## src/rtl/rom_arbiter_pkg.sv

```systemverilog
// rom_arbiter_pkg: shared definitions for the PRG/CHR ROM port arbiter.
//   state_e        : arbiter FSM states (ST_IDLE, ST_MEM, ST_ACK)
//   SEL_PRG/SEL_CHR: port-select encodings used for grant and last-served
//   rr_pick        : round-robin choice between the two eligible ports
package rom_arbiter_pkg;

    typedef enum logic [1:0] {
        ST_IDLE = 2'd0,
        ST_MEM  = 2'd1,
        ST_ACK  = 2'd2
    } state_e;

    localparam logic SEL_PRG = 1'b0;
    localparam logic SEL_CHR = 1'b1;

    // With both ports eligible the one not served last wins; otherwise the
    // only eligible port is chosen (CHR iff CHR alone is eligible).
    function automatic logic rr_pick(input logic elig_p, input logic elig_c,
                                     input logic last);
        return (elig_p && elig_c) ? ~last : elig_c;
    endfunction

endpackage

```

## src/rtl/rom_arb_cache.sv

```systemverilog
// rom_arb_cache: one-entry read cache for a single ROM requester port.
// Only compiled into the design when ROM_ARB_CACHE_EN is defined.
// Ports:
//   clk, reset        : clock, asynchronous active-low reset (clears entry)
//   flush_i           : clears the valid bit
//   lookup_addr_i     : requester address to compare against the tag
//   hit_o, rd_data_o  : entry valid and tag match; cached byte
//   fill_i            : write tag/data from a completed memory read
//   fill_tag_i        : tag written on fill
//   fill_data_i       : data written on fill
//   fill_inhibit_i    : a flush arrived during the fill's memory access
import rom_arbiter_pkg::*;

module rom_arb_cache #(
    parameter int RW = 21
) (
    input  logic          clk,
    input  logic          reset,
    input  logic          flush_i,
    input  logic [RW-1:0] lookup_addr_i,
    output logic          hit_o,
    output logic [7:0]    rd_data_o,
    input  logic          fill_i,
    input  logic [RW-1:0] fill_tag_i,
    input  logic [7:0]    fill_data_i,
    input  logic          fill_inhibit_i
);

    logic [RW-1:0] tag_q;
    logic [7:0]    data_q;
    logic          valid_q;

    always_ff @(posedge clk or negedge reset) begin
        if (!reset) begin
            tag_q   <= '0;
            data_q  <= '0;
            valid_q <= 1'b0;
        end else if (fill_i) begin
            tag_q   <= fill_tag_i;
            data_q  <= fill_data_i;
            // A flush seen at any point of this access leaves the entry invalid.
            valid_q <= !(flush_i || fill_inhibit_i);
        end else if (flush_i) begin
            valid_q <= 1'b0;
        end
    end

    assign hit_o     = valid_q && (lookup_addr_i == tag_q);
    assign rd_data_o = data_q;

endmodule

```

## src/rtl/rom_arbiter.sv

```systemverilog
// rom_arbiter: shares one external ROM read port between the mapper's PRG
// (CPU side) and CHR (PPU side) requesters, round-robin, with per-port ack
// pulses. CHR addresses are offset by chrbase (sum wraps at AW bits).
// Optional feature: define ROM_ARB_CACHE_EN for a one-entry cache per port.
// Ports:
//   clk, reset                 : clock, asynchronous active-low reset
//   promaddr/promreq           : PRG request (level, address stable until ack)
//   promdata/promack           : PRG read data (held) and one-cycle ack
//   cromaddr/cromreq           : CHR request
//   cromdata/cromack           : CHR read data and one-cycle ack
//   chrbase                    : external base of the CHR image
//   flush                      : invalidates cache entries (cache build only)
//   memaddr/memreq             : external request, held until memack
//   memrdata/memack            : external read data and completion pulse
import rom_arbiter_pkg::*;

module rom_arbiter #(
    parameter int AW = 22,
    parameter int RW = 21
) (
    input  logic          clk,
    input  logic          reset,
    input  logic [RW-1:0] promaddr,
    input  logic          promreq,
    output logic [7:0]    promdata,
    output logic          promack,
    input  logic [RW-1:0] cromaddr,
    input  logic          cromreq,
    output logic [7:0]    cromdata,
    output logic          cromack,
    input  logic [AW-1:0] chrbase,
    input  logic          flush,
    output logic [AW-1:0] memaddr,
    output logic          memreq,
    input  logic [7:0]    memrdata,
    input  logic          memack
);

    state_e        state_q;
    logic          sel_q, last_q;
    logic          armp_q, armc_q;
    logic [AW-1:0] memaddr_q;
    logic          memreq_q;
    logic          promack_q, cromack_q;
    logic [7:0]    promdata_q, cromdata_q;

    logic          elig_p, elig_c, sel_d;
    logic [AW-1:0] memaddr_d;
    logic          xfer_done;
    logic [7:0]    xfer_data;

    assign elig_p    = promreq && armp_q;
    assign elig_c    = cromreq && armc_q;
    assign sel_d     = rr_pick(elig_p, elig_c, last_q);
    assign memaddr_d = (sel_d == SEL_CHR) ? chrbase + {{(AW-RW){1'b0}}, cromaddr}
                                          : {{(AW-RW){1'b0}}, promaddr};

`ifdef ROM_ARB_CACHE_EN
    logic          hit_q, flush_mem_q;
    logic [RW-1:0] rqaddr_q;
    logic          hit_p, hit_c, fill_p, fill_c, hit_d;
    logic [7:0]    cdata_p, cdata_c;

    assign hit_d  = (sel_d == SEL_CHR) ? hit_c : hit_p;
    assign fill_p = (state_q == ST_MEM) && !hit_q && memack && (sel_q == SEL_PRG);
    assign fill_c = (state_q == ST_MEM) && !hit_q && memack && (sel_q == SEL_CHR);

    // CHR entries are tagged with the untranslated cromaddr.
    rom_arb_cache #(.RW(RW)) u_cache_p (
        .clk(clk), .reset(reset), .flush_i(flush),
        .lookup_addr_i(promaddr), .hit_o(hit_p), .rd_data_o(cdata_p),
        .fill_i(fill_p), .fill_tag_i(rqaddr_q), .fill_data_i(memrdata),
        .fill_inhibit_i(flush_mem_q)
    );

    rom_arb_cache #(.RW(RW)) u_cache_c (
        .clk(clk), .reset(reset), .flush_i(flush),
        .lookup_addr_i(cromaddr), .hit_o(hit_c), .rd_data_o(cdata_c),
        .fill_i(fill_c), .fill_tag_i(rqaddr_q), .fill_data_i(memrdata),
        .fill_inhibit_i(flush_mem_q)
    );

    // A hit spends its MEM cycle without touching memory, giving ack at 2 cycles.
    assign xfer_done = hit_q || memack;
    assign xfer_data = hit_q ? ((sel_q == SEL_CHR) ? cdata_c : cdata_p) : memrdata;
`else
    logic unused_flush;
    assign unused_flush = flush;

    assign xfer_done = memack;
    assign xfer_data = memrdata;
`endif

    always_ff @(posedge clk or negedge reset) begin
        if (!reset) begin
            state_q    <= ST_IDLE;
            sel_q      <= SEL_PRG;
            last_q     <= SEL_CHR;
            armp_q     <= 1'b1;
            armc_q     <= 1'b1;
            memaddr_q  <= '0;
            memreq_q   <= 1'b0;
            promack_q  <= 1'b0;
            cromack_q  <= 1'b0;
            promdata_q <= '0;
            cromdata_q <= '0;
`ifdef ROM_ARB_CACHE_EN
            hit_q       <= 1'b0;
            flush_mem_q <= 1'b0;
            rqaddr_q    <= '0;
`endif
        end else begin
            promack_q <= 1'b0;
            cromack_q <= 1'b0;
            // A low request re-arms even in the ack cycle: the requester has
            // already let go, so it cannot be served twice.
            armp_q <= !promreq ? 1'b1 : (promack_q ? 1'b0 : armp_q);
            armc_q <= !cromreq ? 1'b1 : (cromack_q ? 1'b0 : armc_q);

            case (state_q)
                ST_IDLE: begin
                    if (elig_p || elig_c) begin
                        sel_q   <= sel_d;
                        state_q <= ST_MEM;
`ifdef ROM_ARB_CACHE_EN
                        rqaddr_q    <= (sel_d == SEL_CHR) ? cromaddr : promaddr;
                        flush_mem_q <= 1'b0;
                        if (hit_d) begin
                            hit_q <= 1'b1;
                        end else begin
                            memreq_q  <= 1'b1;
                            memaddr_q <= memaddr_d;
                        end
`else
                        memreq_q  <= 1'b1;
                        memaddr_q <= memaddr_d;
`endif
                    end
                end
                ST_MEM: begin
`ifdef ROM_ARB_CACHE_EN
                    if (flush) flush_mem_q <= 1'b1;
`endif
                    if (xfer_done) begin
`ifdef ROM_ARB_CACHE_EN
                        hit_q <= 1'b0;
`endif
                        memreq_q <= 1'b0;
                        last_q   <= sel_q;
                        state_q  <= ST_ACK;
                        if (sel_q == SEL_CHR) begin
                            cromdata_q <= xfer_data;
                            cromack_q  <= 1'b1;
                        end else begin
                            promdata_q <= xfer_data;
                            promack_q  <= 1'b1;
                        end
                    end
                end
                ST_ACK:  state_q <= ST_IDLE;
                default: state_q <= ST_IDLE;
            endcase
        end
    end

    assign memaddr  = memaddr_q;
    assign memreq   = memreq_q;
    assign promack  = promack_q;
    assign cromack  = cromack_q;
    assign promdata = promdata_q;
    assign cromdata = cromdata_q;

endmodule
```

## config.mk

```make
export PLATFORM = sky130hd
export DESIGN_NAME = rom_arbiter
export DESIGN_NICKNAME = d
export VERILOG_FILES = /design/src/rtl/rom_arbiter_pkg.sv /design/src/rtl/rom_arb_cache.sv /design/src/rtl/rom_arbiter.sv
export SDC_FILE = /design/constraint.sdc
export NUM_CORES = 1
export LEC_CHECK = 0
export CAP_MARGIN = 25
export CORE_UTILIZATION = 28
export DETAILED_ROUTE_END_ITERATION = 10
export SKIP_LAST_GASP = 1
export SYNTH_ARGS = -nofsm -noshare
export SYNTH_HDL_FRONTEND = slang
export SYNTH_SLANG_ARGS = --single-unit
```

## constraint.sdc

```tcl
create_clock -name clk -period 3.2 [get_ports clk]
set_input_delay 0.64 -clock clk [delete_from_list [all_inputs] [get_ports clk]]
set_output_delay 0.64 -clock clk [all_outputs]
set_load 0.005 [all_outputs]
```

# After elaboration in Yosys (flattened, before gate mapping)

Index checks and enable logic that the tools add are counted.

Memories kept: 0
Memory bits (writable): 0
Bits in latches: 0
Output and inout bits: 41
Register bits after elaboration: 47
ROM bits: 0

Divide/modulo/power cells: 0
Multipliers: 0
Shift-type cells: 0
Eq/ne operators: 5
Add/subtract/negate cells: 1
Order comparisons: 0
Bitwise logic cells: 2
Multiplexer cells: 18
Reduce and logical (&&, ||, !) cells: 12

Operators with widths:

| kind                                                                    | number |
|---|---|
| 22-bit by 21-bit adder with 22-bit output                               | 1 |
| 22-bit two-way mux                                                      | 1 |
| 1-bit two-way mux                                                       | 13 |
| 3-bit AND reduction                                                     | 3 |
| 2-bit AND reduction                                                     | 3 |
| 2-bit two-way mux                                                       | 2 |
| 2-bit by 1-bit inequality test with 1-bit output, second input constant | 2 |
| 2-bit inequality test, second input constant                            | 2 |
| 2-bit one-hot mux with 2 select lines                                   | 1 |
| 1-bit logical AND                                                       | 3 |
| 2-bit by 1-bit == test with 1-bit output, second input constant         | 1 |
| 2-bit logical NOT                                                       | 1 |
| 1-bit inverter                                                          | 2 |
| 1-bit one-hot mux with 2 select lines                                   | 1 |
| 2-bit nonzero test                                                      | 1 |
| 1-bit logical OR                                                        | 1 |

# Longest topological paths before layout

Depth in word-level cells: 4
Mapped depth: 9
Gate-level depth less buffers: 9

# Least setup slack after synthesis

Ideal clock, no wire load.

Kind: input-to-reg
From: in cromaddr[0]
To: reg memaddr_q[10] (netlist: memaddr[10])
Arrival: 2.442 ns
Cell stages on the path: 8
Path buffers: 0
Slack: 0.617 ns
Cell sequence: ha_1 -> fa_1 -> a21o_1 -> a221oi_2 -> o21ai_0 -> a311o_1 -> nand3_1 -> a31oi_1

Cells in the longest elaborated chain, start to end: 2

Ends and longest elaborated chain:

| element                                   | line               | text |
|---|---|---|
| start, declared                           | rom_arbiter.sv:27  | `input logic [RW-1:0] cromaddr,` |
| 22-bit by 21-bit adder with 22-bit output | rom_arbiter.sv:55  | `assign memaddr_d = (sel_d == SEL_CHR) ? chrbase + {{(AW-RW){1'b0}}, cromaddr}` |
| 22-bit two-way mux                        | rom_arbiter.sv:55  |  |
| end signal, assigned                      | rom_arbiter.sv:136 | `memaddr_q <= memaddr_d;` |
| end, declared                             | rom_arbiter.sv:42  | `logic [AW-1:0] memaddr_q;` |

Every way passes these cells.
A chain may end at the register's enable or synchronous reset.

# Worst setup path in the final report

From: in cromaddr[0]
To: reg memaddr_q[18] (netlist: memaddr[18])

Same word-level chain as after synthesis.

==> impl_metrics.env <==
export IMPL_yosysWarningCount=0
export IMPL_synth_edff_count=0
export IMPL_end_kind="flip-flop"
export IMPL_grt_usage_pct=15.8
export IMPL_clk_pin_slew_worst_paths_ns=0.09
export IMPL_period_minus_slack_ns=2.95
export IMPL_pin_count=119
export IMPL_worst_path_max_fanout=4
export IMPL_holdWs_ns=0.308
export IMPL_area_growth_pct=50.1
export IMPL_gr_total_overflow=0
export IMPL_worst_path_max_delay_cell="fa_1"
export IMPL_rows=37
export IMPL_cts_tree="done"
export IMPL_crit_start="cromaddr[0]"
export IMPL_tightest_slew_ns=0.567
export IMPL_grt_setup_unrepaired="false"
export IMPL_fin_crit_sh_pct=92.1
export IMPL_wire_per_inst_um=14.4
export IMPL_cts_resized=0
export IMPL_cts_setup_buffers=0
export IMPL_holdBufCountCts=0
export IMPL_port_buffers=117
export IMPL_syn_num_nets=435
export IMPL_fmax_ghz=0.339
export IMPL_worst_setup_path_type="primary input to flip-flop"
export IMPL_grt_max_degree=26
export IMPL_cp_num_buf_inv=1
export IMPL_synthXorXnorAreaFrac_pct=4.45
export IMPL_first_pass_iters=4
export IMPL_layout_common_cells="clkdlybuf4s50_1 (116), nand2_1 (69), dfrtp_1 (44), a21oi_1 (25), nor2_1 (22)"
export IMPL_synth_compound_area_share_pct=21.4
export IMPL_hold_path_class="primary input to async pin"
export IMPL_grt_pass1_vias=2856
export IMPL_outcome="finished, final reports clean"
export IMPL_synth_area_um2=2950
export IMPL_start_kind="primary input"
export IMPL_cts_buffers=5
export IMPL_cp_cell_sequence="clkdlybuf4s50_1 -> ha_1 -> fa_1 -> a21o_1 -> a221oi_2 -> o31a_1 -> nor3_2 -> a211oi_1 -> or4_1 -> nand3_1"
export IMPL_core_area_um2=10300
export IMPL_die_area_um2=11000
export IMPL_diodes=0
export IMPL_yosys_area_share_simple_pct=18.5
export IMPL_synth_top_family_by_area="compound AO/OA/AOI/OAI gates"
export IMPL_fin_area_um2=4430
export IMPL_synth_fa_ha_area_share_pct=9.58
export IMPL_cp_slowest_stage_delay_ns=0.42
export IMPL_cap_violations=0
export IMPL_power_density_nw_per_um2=651
export IMPL_final_hold_viol_count=0
export IMPL_clockRootBuffer="clkbuf_8"
export IMPL_critPathRequiredTime_ns=3.38
export IMPL_ant_nets=0
export IMPL_skew_ns=0.00262
export IMPL_leakagePower_nw=1.90
export IMPL_fill_cells=1071
export IMPL_dp_hpwl_um=6820
export IMPL_antenna_found_initial=0
export IMPL_setup_violations_final=0
export IMPL_multi_input_area_um2=1710
export IMPL_critPathTopFamily="compound AO/OA/AOI/OAI gates"
export IMPL_grt_first_pass_wirelength_um=13900
export IMPL_htreeDepth=2
export IMPL_relSlewSlack_pct=62.2
export IMPL_finalMaxSlewViolations=0
export IMPL_place_area_um2=4320
export IMPL_die_h_um=105
export IMPL_arrival_ns=3.13
export IMPL_gp_congestion=0.878
export IMPL_final_nets=555
export IMPL_netlist_instances=335
export IMPL_vias_per_cell=4.93
export IMPL_muxShareOfSynthArea_pct=3.73
export IMPL_async_flop_share_pct=100
export IMPL_ys_seq_area_share_pct=40.0
export IMPL_synth_main_ff_cell="dfrtp_1"
export IMPL_die_w_um=105
export IMPL_start_util_pct=28.7
export IMPL_syn_avg_cell_area_um2=8.81
export IMPL_drc_errors=0
export IMPL_vdd_drop_max_mv=0.285
export IMPL_final_common_cell="clkdlybuf4s50_1"
export IMPL_final_cells=592
export IMPL_register_area_um2=1180
export IMPL_post_synth_num_cell_types=52
export IMPL_ys_ff_latch=47
export IMPL_cts_buffer_depth=2
export IMPL_vias=2919
export IMPL_reg2reg_from="armc_q$_DFFE_PN1P_"
export IMPL_cts_sinks=47
export IMPL_drive_above_1_share_pct=7.46
export IMPL_clk_insertion_delay_late_ns=0.30
export IMPL_initialDrtViolationCount=94
export IMPL_wirelength_um=8520
export IMPL_dp_cells=584
[sequential cells by signal (all words and copies together) (netlist names)]
register,cells
state_q,2
memaddr,22
memreq,1
last_q,1
cromdata,8
promack,1
armp_q,1
promdata,8
sel_q,1
armc_q,1
cromack,1
[worst paths after layout]
kind / end / slack [ns] / cells after the start
worst max-delay path: memaddr[18]$_DFFE_PN0P_ / 0.25 / 10
worst min-delay path: cromdata[7]$_DFFE_PN0P_ / 0.31 / 1
worst max register to register: memaddr[13]$_DFFE_PN0P_ / 1.21 / 6
worst min register to register: armp_q$_DFFE_PN1P_ / 0.43 / 1
max in group asynchronous: armc_q$_DFFE_PN1P_ / 2.31 / 2
min in group clk: armp_q$_DFFE_PN1P_ / 0.43 / 1
[cells in the mapped netlist (2+ instances only)]
cell / count / area share (%)
nand2_1: 69 / 8.8
dfrtp_1: 44 / 37
a21oi_1: 25 / 4.2
nor2_1: 22 / 2.8
ha_1: 21 / 8.9
nand3_1: 15 / 2.5
o21ai_0: 15 / 2.5
clkbuf_1: 11 / 1.4
a31oi_1: 10 / 2.1
xor2_1: 9 / 2.7
mux2_2: 8 / 3.1
a21o_1: 6 / 1.5
inv_1: 6 / 0.76
xnor2_1: 6 / 1.8
a211oi_1: 5 / 1.3
a22oi_1: 5 / 1.3
o22ai_1: 5 / 1.1
and3_1: 3 / 0.64
dfstp_2: 3 / 2.7
o211ai_1: 3 / 0.76
o21a_1: 3 / 0.76
a211o_1: 2 / 0.59
a221o_1: 2 / 0.68
a311oi_1: 2 / 0.59
and2_1: 2 / 0.42
mux2i_1: 2 / 0.68
nand2b_1: 2 / 0.42
nor2b_1: 2 / 0.42
nor3_1: 2 / 0.34
o21bai_1: 2 / 0.51
or3_1: 2 / 0.42
[logic make-up after synthesis]
kind of cell | after synthesis
simple gates | 126
compound gates | 96
flops | 47
fa+ha+maj | 22
buf+inv | 19
xor+xnor | 15
mux | 10
[area by class of cell]
class                      instances  share of cell area, %
sequential                        47                   26.6
timing repair buffer             125                   27.9
clock inverter                     3                  0.988
multi-input combinational        269                   38.5
tap                              136                   3.84
clock buffer                       5                   1.55
inverter                           7                  0.593
[per-layer routing]
| layer | vias up | part of all wire, % | global-route usage, % |
|---|---|---|---|
| met5 | - | 0 | 0 |
| met4 | 0 | 1.9 | 6.34 |
| met3 | 12 | 5.0 | 2.06 |
| met2 | 93 | 47 | 26.7 |
| met1 | 1367 | 46 | 20.5 |
| li1 | 1447 | - | - |
[report_power, final]
part	total [mW]	switching, mW	internal (mW)
Sequential	1.03	0.156	0.874
Combinational	1.42	0.608	0.813
Clock	0.436	0.203	0.233
Total	2.89	0.968	1.92
[metrics by stage]
stage / power [mW] / worst slack, ns / TNS (ns) / utilization [%]
2_1_floorplan: 1.67 / 0.617 / 0 / -
3_3_place_gp: 2.45 / -0.0374 / -0.0374 / 41.8
3_5_place_dp: 2.48 / -0.0486 / -0.0486 / 42.0
4_1_cts: 2.93 / 0.275 / 0 / 43.1
5_1_grt: 3.13 / 0.179 / 0 / 43.1
6_report: 2.89 / 0.254 / 0 / 43.1
Note: power is estimated with default switching activity, not from simulation.
==> RTL edit, RTL diff (same settings) <==
Make the reset (`reset`) synchronous in one clocked block. Comments in the files are not updated.
--- a/src/rtl/rom_arbiter.sv
+++ b/src/rtl/rom_arbiter.sv
@@ -92,5 +92,5 @@
 `endif
 
-    always_ff @(posedge clk or negedge reset) begin
+    always_ff @(posedge clk) begin
         if (!reset) begin
             state_q    <= ST_IDLE;
Formal check against the unedited RTL: differs if reset is asserted again (counterexample within 4 cycles, from zero or initial values and one cycle with reset low); with reset held inactive, the same outputs for 10 cycles.
==> RTL edit against the original RTL <==
Synthesized area is 1.1% higher; cell area is 1.3% lower; sequential cell count stayed put; final cell count is 4.1% higher; worst setup slack better by 120 ps; routed wire length is 7.7% higher.
Power is not compared: it rests on default switching activity, and its combinational part moved more than twofold at a synthesized area within 25%.
==> RTL edit: results (changes against the original RTL) <==
qor: finish.layout.non_clock_inverters 8 [was 7]
qor: finish.buffer_area_share 27.6% [was 27.9%]
qor: place.dpl-instance-area 4280 um2 [was 4320 um2]
qor: synth.synth_compound_gate_area_share 31.6% [was 21.4%]
qor: place.place.detailed.instances 608 [was 584]
qor: finish.instances_no_fill 616 [was 592]
qor: finish.drive_gt1_share 6.04% [was 7.46%]
qor: grt.track_usage 16.9% [was 15.8%]
qor: finish.fillCellCount 1047 [was 1071]
qor: setup_path.r2r_start armc_q [unchanged]
qor: detailed_routing.wl_met1 4420 um [was 3900 um]
qor: hold_path.holdCritPathClass reg2reg [was in2async]
qor: synth.synth-seq-area-share 31.5% [was 40.0%]
qor: timing.tightest_slew 703 ps [was 567 ps]
qor: finish.count_of_plain_and_timing_repair_buffers_in_the_layout 122 [was 125]
qor: setup_path.slowest_cell_on_the_critical_path clkdlybuf4s50_1 [was fa_1]
qor: synth.syn_inst 368 [was 335]
qor: grt.number_of_global_route_vias_before_repair 3044 [was 2856]
qor: synth.syn_nets 468 [was 435]
qor: setup_path.worstPathArrival 3070 ps [was 3130 ps]
qor: finish.num-multi-input-gates 295 [was 269]
qor: synth.synth_xor_area_share 3.23% [was 4.45%]
qor: run_status.outcome finished clean [unchanged]
qor: place.pre_cts_ws 49.5 ps [was -48.6 ps]
qor: grt.grt_first_pass_wirelength 15300 um [was 13900 um]
qor: detailed_routing.drt-initial-drc-count 139 [was 94]
-- RTL edit: cell types whose count changed after synthesis, moves of 6 or more --
cell and delta:
buf_2 +7, nor3_1 +6, dfxtp_1 +47, xor2_1 -7, mux2_2 -7, a22o_1 +8
nand3_1 -9, nand2_1 -10, a21oi_1 +22, dfrtp_1 -44
-- RTL edit: metal layers --
metal / global-route usage [%] / up-vias
li1: - / 1590
met1: 23.8 / 1471
met2: 27.1 / 106
met3: 3.09 / 7
met4: 3.02 / 0
met5: 0 / -
-- RTL edit: worst min-delay path by stage --
stage                      startpoint     endpoint  slack, ps  depth (start not counted)
after floorplan                last_q       last_q        440                          2
after global placement    promdata[2]  promdata[2]        440                          2
after detailed placement  promdata[0]  promdata[0]        450                          2
after CTS                 promdata[0]  promdata[0]        460                          2
after global routing      promdata[2]  promdata[2]        480                          2
final                     promdata[0]  promdata[0]        460                          2
